==> config.mk <==
export PLATFORM = sky130hd
export DESIGN_NAME = pic_fetch_unit
export DESIGN_NICKNAME = d
export VERILOG_FILES = /design/src/rtl/pic_fetch_unit.sv
export SDC_FILE = /design/constraint.sdc
export NUM_CORES = 1
export LEC_CHECK = 0
export BUFFER_PORTS_ARGS = -buffer_cell sky130_fd_sc_hd__buf_2
export CAP_MARGIN = 20
export CORE_ASPECT_RATIO = 1.5
export CORE_MARGIN = 3
export CORE_UTILIZATION = 25
export CTS_CLUSTER_SIZE = 8
export DETAILED_ROUTE_END_ITERATION = 6
export SETUP_SLACK_MARGIN = 0.2
export SKIP_LAST_GASP = 1
export SLEW_MARGIN = 20
export SYNTH_ARGS = -nofsm -noshare
export SYNTH_HDL_FRONTEND = slang
export SYNTH_SLANG_ARGS = --single-unit
export TNS_END_PERCENT = 1
==> constraint.sdc <==
create_clock -name clk -period 5.36 [get_ports clk]
set_input_delay 1.072 -clock clk [delete_from_list [all_inputs] [get_ports clk]]
set_output_delay 1.072 -clock clk [all_outputs]
set_load 0.005 [all_outputs]
==> src/rtl/pic_fetch_unit.sv <==
// Fetch stage for the 14-bit-instruction core: PC, IR and hardware return stack.
// Drives the program ROM address and applies PC-control commands from execute.
module pic_fetch_unit #(
    parameter int                 ADDR_W      = 11,
    parameter int                 INSTR_W     = 14,
    parameter int                 STACK_DEPTH = 8,
    parameter logic [INSTR_W-1:0] NOP_WORD    = '0
) (
    input  logic               clk,
    input  logic               reset,
    output logic [ADDR_W-1:0]  rom_addr_out,
    input  logic [INSTR_W-1:0] rom_data_in,
    input  logic [2:0]         pc_op,
    input  logic [ADDR_W-1:0]  target,
    input  logic               stall,
    output logic [INSTR_W-1:0] ir_out,
    output logic               ir_valid,
    output logic [ADDR_W-1:0]  pc_out,
    output logic               stack_overflow,
    output logic               stack_underflow
);

    typedef enum logic [2:0] {
        OP_NEXT = 3'd0,
        OP_JUMP = 3'd1,
        OP_CALL = 3'd2,
        OP_RET  = 3'd3,
        OP_SKIP = 3'd4
    } pc_op_e;

    localparam int SP_W = (STACK_DEPTH > 1) ? $clog2(STACK_DEPTH) : 1;
    localparam logic [SP_W-1:0] SP_ONE   = SP_W'(1);
    localparam logic [SP_W:0]   CNT_ONE  = (SP_W+1)'(1);
    localparam logic [SP_W:0]   CNT_FULL = (SP_W+1)'(STACK_DEPTH);
    localparam logic [ADDR_W-1:0] PC_ONE = ADDR_W'(1);

    logic [ADDR_W-1:0]  pc_q, pc_d;
    logic [INSTR_W-1:0] ir_q, ir_d;
    logic               vld_q, vld_d;
    logic [SP_W-1:0]    sp_q, sp_d;
    logic [SP_W:0]      cnt_q, cnt_d;
    logic               ovf_q, ovf_d;
    logic               unf_q, unf_d;
    logic               push;
    logic [SP_W-1:0]    sp_dec;
    logic [ADDR_W-1:0]  stack_mem [STACK_DEPTH];

    assign sp_dec = sp_q - SP_ONE;

    always_comb begin
        pc_d  = pc_q;
        ir_d  = ir_q;
        vld_d = vld_q;
        sp_d  = sp_q;
        cnt_d = cnt_q;
        ovf_d = ovf_q;
        unf_d = unf_q;
        push  = 1'b0;
        if (!stall) begin
            // Every command except NEXT leaves a bubble in IR.
            pc_d  = pc_q + PC_ONE;
            ir_d  = NOP_WORD;
            vld_d = 1'b0;
            case (pc_op)
                OP_JUMP: pc_d = target;
                OP_CALL: begin
                    push = 1'b1;
                    pc_d = target;
                    sp_d = sp_q + SP_ONE;
                    if (cnt_q == CNT_FULL) ovf_d = 1'b1;
                    else cnt_d = cnt_q + CNT_ONE;
                end
                OP_RET: begin
                    pc_d = stack_mem[sp_dec];
                    sp_d = sp_dec;
                    if (cnt_q == '0) unf_d = 1'b1;
                    else cnt_d = cnt_q - CNT_ONE;
                end
                OP_SKIP: ;
                default: begin
                    ir_d  = rom_data_in;
                    vld_d = 1'b1;
                end
            endcase
        end
    end

    always_ff @(posedge clk) begin
        if (reset) begin
            pc_q  <= '0;
            ir_q  <= NOP_WORD;
            vld_q <= 1'b0;
            sp_q  <= '0;
            cnt_q <= '0;
            ovf_q <= 1'b0;
            unf_q <= 1'b0;
        end else begin
            pc_q  <= pc_d;
            ir_q  <= ir_d;
            vld_q <= vld_d;
            sp_q  <= sp_d;
            cnt_q <= cnt_d;
            ovf_q <= ovf_d;
            unf_q <= unf_d;
        end
    end

    // Stack contents need no reset; only the pointer and count do.
    always_ff @(posedge clk) begin
        if (!reset && push) stack_mem[sp_q] <= pc_q;
    end

    assign rom_addr_out    = pc_q;
    assign pc_out          = pc_q;
    assign ir_out          = ir_q;
    assign ir_valid        = vld_q;
    assign stack_overflow  = ovf_q;
    assign stack_underflow = unf_q;

endmodule
* Word level (Yosys, flattened, before mapping)
Memories as Yosys holds them, arrays and structs flattened. Cells that the tools add are included.
Storage, ports and cells: output and inout bits 39, memories kept 1, word-level logic and storage cells 42, bits of input ports 31, memory bits (writable) 88, bits in registers 35
Operators by class: equality and inequality tests 7, bitwise operators 1, add/sub/neg operators 5, reductions and logical operators 10, muxes and demuxes 11
Memories:
- stack_mem | depth 8, width 11, read ports 1, clocked after memory_dff 0, write ports 1, RTL line 46 | logic [ADDR_W-1:0] stack_mem [STACK_DEPTH];
Operator list (number):
- 11-bit one-hot mux with 2 select lines | 1
- 14-bit two-way mux | 1
- 11-bit by 1-bit adder with 11-bit output, second input constant | 1
- 4-bit two-way mux | 2
- 4-bit one-hot mux with 2 select lines | 1
- 3-bit by 2-bit equality test with 1-bit output, second input constant | 2
- 3-bit one-hot mux with 2 select lines | 1
- 3-bit AND reduction | 2
- 1-bit two-way mux | 5
- 4-bit by 1-bit adder with 4-bit output, second input constant | 1
- 4-bit equality test, second input constant | 1
- 4-bit zero test | 1
- 2-bit inequality test, second input constant | 2
- 4-bit AND reduction | 1
- 4-bit OR reduction | 1
- 4-bit by 1-bit subtractor with 4-bit output, second input constant | 1
- 3-bit by 1-bit adder with 3-bit output, second input constant | 1
- 3-bit by 1-bit equality test with 1-bit output, second input constant | 1
- 3-bit equality test, second input constant | 1
- 3-bit by 1-bit subtractor with 3-bit output, second input constant | 1
- 2-bit AND reduction | 1
- 2-bit nonzero test | 1
- 2-bit OR reduction | 1
- 1-bit logical AND | 1
- other kinds (2) | 2

* Longest topological paths before layout
depth after elaboration 6, mapped depth 10, gate-level depth less buffers 7

* Worst setup path before layout
OpenSTA, ideal clock, no wires.
path kind input to register, start point in stall, end point mem stack_mem[1][0] (enable), slack 2.304 ns, stages on the path 5, required time 4.967 ns, setup time 0.393 ns, buffers on the path 1, arrival 2.663 ns, path through or3b_1 buf_6 nor3_2 nand2_1 nor3_1
On the way: word-level cells in the longest chain between the ends 4
RTL lines:
- start: declaration | RTL line 15 | input logic stall,
- 1-bit two-way mux | RTL line 59 | if (!stall) begin
- 1-bit logical AND | RTL line 110 | if (!reset && push) stack_mem[sp_q] <= pc_q;
- 1-bit two-way mux | RTL line 110
- 1-bit two-way mux (implied by the code) | RTL line 110
- end: declaration | RTL line 46
Every way passes these cells.

* Worst setup path after layout
start point in stall, end point mem stack_mem[2][10] (enable)
The elaborated chain is that of the path after synthesis.

==> impl_metrics.env <==
export IMPL_dieArea_sq_mm=0.0225
export IMPL_routed_wl_mm=12.3
export IMPL_pre_cts_slack_ns=1.71
export IMPL_power_internal_mw=1.76
export IMPL_power_switching_mw=0.568
export IMPL_whs_ns=0.466
export IMPL_power_density_mw_per_mm2=373
export IMPL_synth_fp_nets=385
export IMPL_seqPwrFrac_pct=46.0
export IMPL_nets=445
export IMPL_critPathLaunchType="primary input"
export IMPL_path_clk_slew_ns=0.06
export IMPL_finish_utilization_pct=31.2
export IMPL_dpl_hpwl_mm=8.66
export IMPL_vias_per_cell=4.66
export IMPL_final_setup_viol_count=0
export IMPL_synth_edff_count=88
export IMPL_syn_to_final_growth_pct=20.8
export IMPL_yosys_warnings=0
export IMPL_holdBufCountCts=0
export IMPL_place_congestion=0.762
export IMPL_drv_cap=0
export IMPL_end_kind="register"
export IMPL_grt_pass1_wl_mm=18.7
export IMPL_drtIter0Drc=278
export IMPL_p_sw_share_pct=24.4
export IMPL_report_final_slew_viol_count=0
export IMPL_drc=0
export IMPL_ys_ff_latch=123
export IMPL_status="complete, no violations"
export IMPL_tightestPinTransition_ns=1.01
export IMPL_clockBufferDepth=2
export IMPL_clk_latency_ns=0.41
export IMPL_num_antenna_cells=0
export IMPL_die_w_um=123
export IMPL_power_leakage_nw=2.18
export IMPL_pwr_share_clk_pct=47.4
export IMPL_r2r_setup_slack_ns=2.64
export IMPL_io_pin_count=70
export IMPL_dr_pass1_iters=5
export IMPL_place_area_sq_mm=0.00566
export IMPL_power_frac_comb_pct=6.6
export IMPL_cts_setup_buffers=0
export IMPL_drtAntennaViolNets=0
export IMPL_grt_usage_pct=11.3
export IMPL_fin_crit_ns=3.18
export IMPL_path_class="primary input to register"
export IMPL_async_flop_share_pct=0
export IMPL_drive_above_1_share_pct=32.2
export IMPL_ys_flop_type="edfxtp_1"
export IMPL_postSynthCellCount=350
export IMPL_rsz0062_at_grt="no"
export IMPL_htreeDepth=4
export IMPL_holdCritPathClass="register to register"
export IMPL_path_max_fanout=41
export IMPL_syn_avg_cell_area_sq_um=14.8
export IMPL_vdd_drop_max_mv=0.193
export IMPL_synth_common_cells="edfxtp_1 (88), dfxtp_1 (35), nor2_1 (34), mux4_2 (22), a22oi_1 (19)"
export IMPL_core_sq_mm=0.0200
export IMPL_syn_area_sq_mm=0.00517
export IMPL_netlist_area_leader_share_pct=51.2
export IMPL_dr_total_vias=3182
export IMPL_ctsResizeCount=0
export IMPL_synth_most_common_cell="edfxtp_1"
export IMPL_cts_root_buf="clkbuf_16"
export IMPL_ys_types=48
export IMPL_ys_top_cells_by_area="edfxtp_1 (51%), dfxtp_1 (14%), mux4_2 (9.6%)"
export IMPL_fp_dieH_um=182
export IMPL_fin_worst_skew_ns=0.00566
export IMPL_layout_setup_ws_ns=2.18
export IMPL_grt_max_degree=42
export IMPL_yosys_area_top_type="edfxtp_1"
export IMPL_slew_headroom_pct=32.3
export IMPL_start_util_pct=25.8
export IMPL_clock_sinks=123
export IMPL_max_freq_ghz=0.315
export IMPL_cp_required_ns=5.39
export IMPL_numPortBuffers=69
export IMPL_arrival_ns=3.20
export IMPL_fin_crit_sh_pct=59.3
export IMPL_fin_setup_tns_ns=0
export IMPL_synth_seq_area_share_pct=64.7
export IMPL_grt_overflow=0
export IMPL_final_design_area_no_fill_sq_mm=0.00624
export IMPL_hold_viol_final=0
export IMPL_cts_tree="yes"
export IMPL_cts_buffers_inserted=17
export IMPL_row_count=63
export IMPL_grt_pass1_vias=3261
export IMPL_wl_per_cell_um=18.1
export IMPL_grt_antenna_before_repair=0
layout by cell type (no fill, tap or decap), types with 5 or more instances in the layout:
cell type  synthesis  routed
nor2_1            34      34
mux4_2            22      22
inv_1              8       8
buf_2              9      69
edfxtp_1          88      88
dfxtp_1           35      35
nand2_1           15      15
nor3_1             5       5
a21oi_1           11      11
a22oi_1           19      19
a221oi_1           9       9
xnor2_1           11      11
o21ai_0            5       5
inv_6              0       6
clkbuf_16          0      17
power groups by stage:
stage	combinational, mW	sequential [mW]	clock [mW]
global route	0.169	1.07	1.18
floorplan	0.109	1.08	0
global placement	0.154	1.09	0
CTS	0.157	1.07	1.13
finish	0.154	1.07	1.10
detailed placement	0.157	1.09	0
routing by layer:
layer	up-vias	global-route usage [%]	wire length (um)	part of all wire, %
met2	130	19.3	6360	52
li1	1471	-	-	-
met3	16	3.32	822	6.7
met1	1565	13.2	4890	40
met4	0	4.43	267	2.2
met5	-	0	0	0
cell families (layout without fill, tap and decap cells):
kind of cell | count (synthesis) | after routing | synth area share, %
compound gates | 63 | 63 | 9.42
xor+xnor | 13 | 13 | 2.20
fa+ha+maj | 4 | 4 | 0.969
buf+inv | 40 | 113 | 4.50
flops | 123 | 123 | 64.7
mux | 25 | 25 | 10.2
simple gates | 82 | 82 | 8.02
sequential cells by signal (all words and copies together) (netlist names):
name	cells
stack_overflow	1
stack_mem	88
cnt_q	4
stack_underflow	1
ir_out	14
pc_out	11
sp_q	3
ir_valid	1
per-stage QoR:
step	total power, mW	std cells
floorplan	1.19	350
global placement	1.25	651
detailed placement	1.25	651
CTS	2.36	683
global route	2.42	683
finish	2.33	683
area by class of cell:
cell class | instances | area (sq um)
clock buffer | 17 | 425
clock inverter | 15 | 150
fill | 1970 | 13800
inverter | 8 | 30.0
multi-input combinational | 187 | 1590
sequential | 123 | 3340
tap | 260 | 325
timing repair buffer | 73 | 375
critical path, stage by stage:
cell and delay (ns):
buf_2 0.32, or3b_1 0.64, nor3_2 0.21, nand2_1 0.16
nor2_1 0.79
worst paths after layout:
check                              start                          end  cells after the start
max reg2reg         sp_q[0]$_SDFFE_PP0P_       pc_out[9]$_SDFFE_PP0N_                      9
min          stack_overflow$_SDFFE_PP0P_  stack_overflow$_SDFFE_PP0P_                      2
min reg2reg  stack_overflow$_SDFFE_PP0P_  stack_overflow$_SDFFE_PP0P_                      2
max                                stall   stack_mem[2][10]$_DFFE_PP_                      5
No activity file was read; power rests on OpenSTA's default activity.
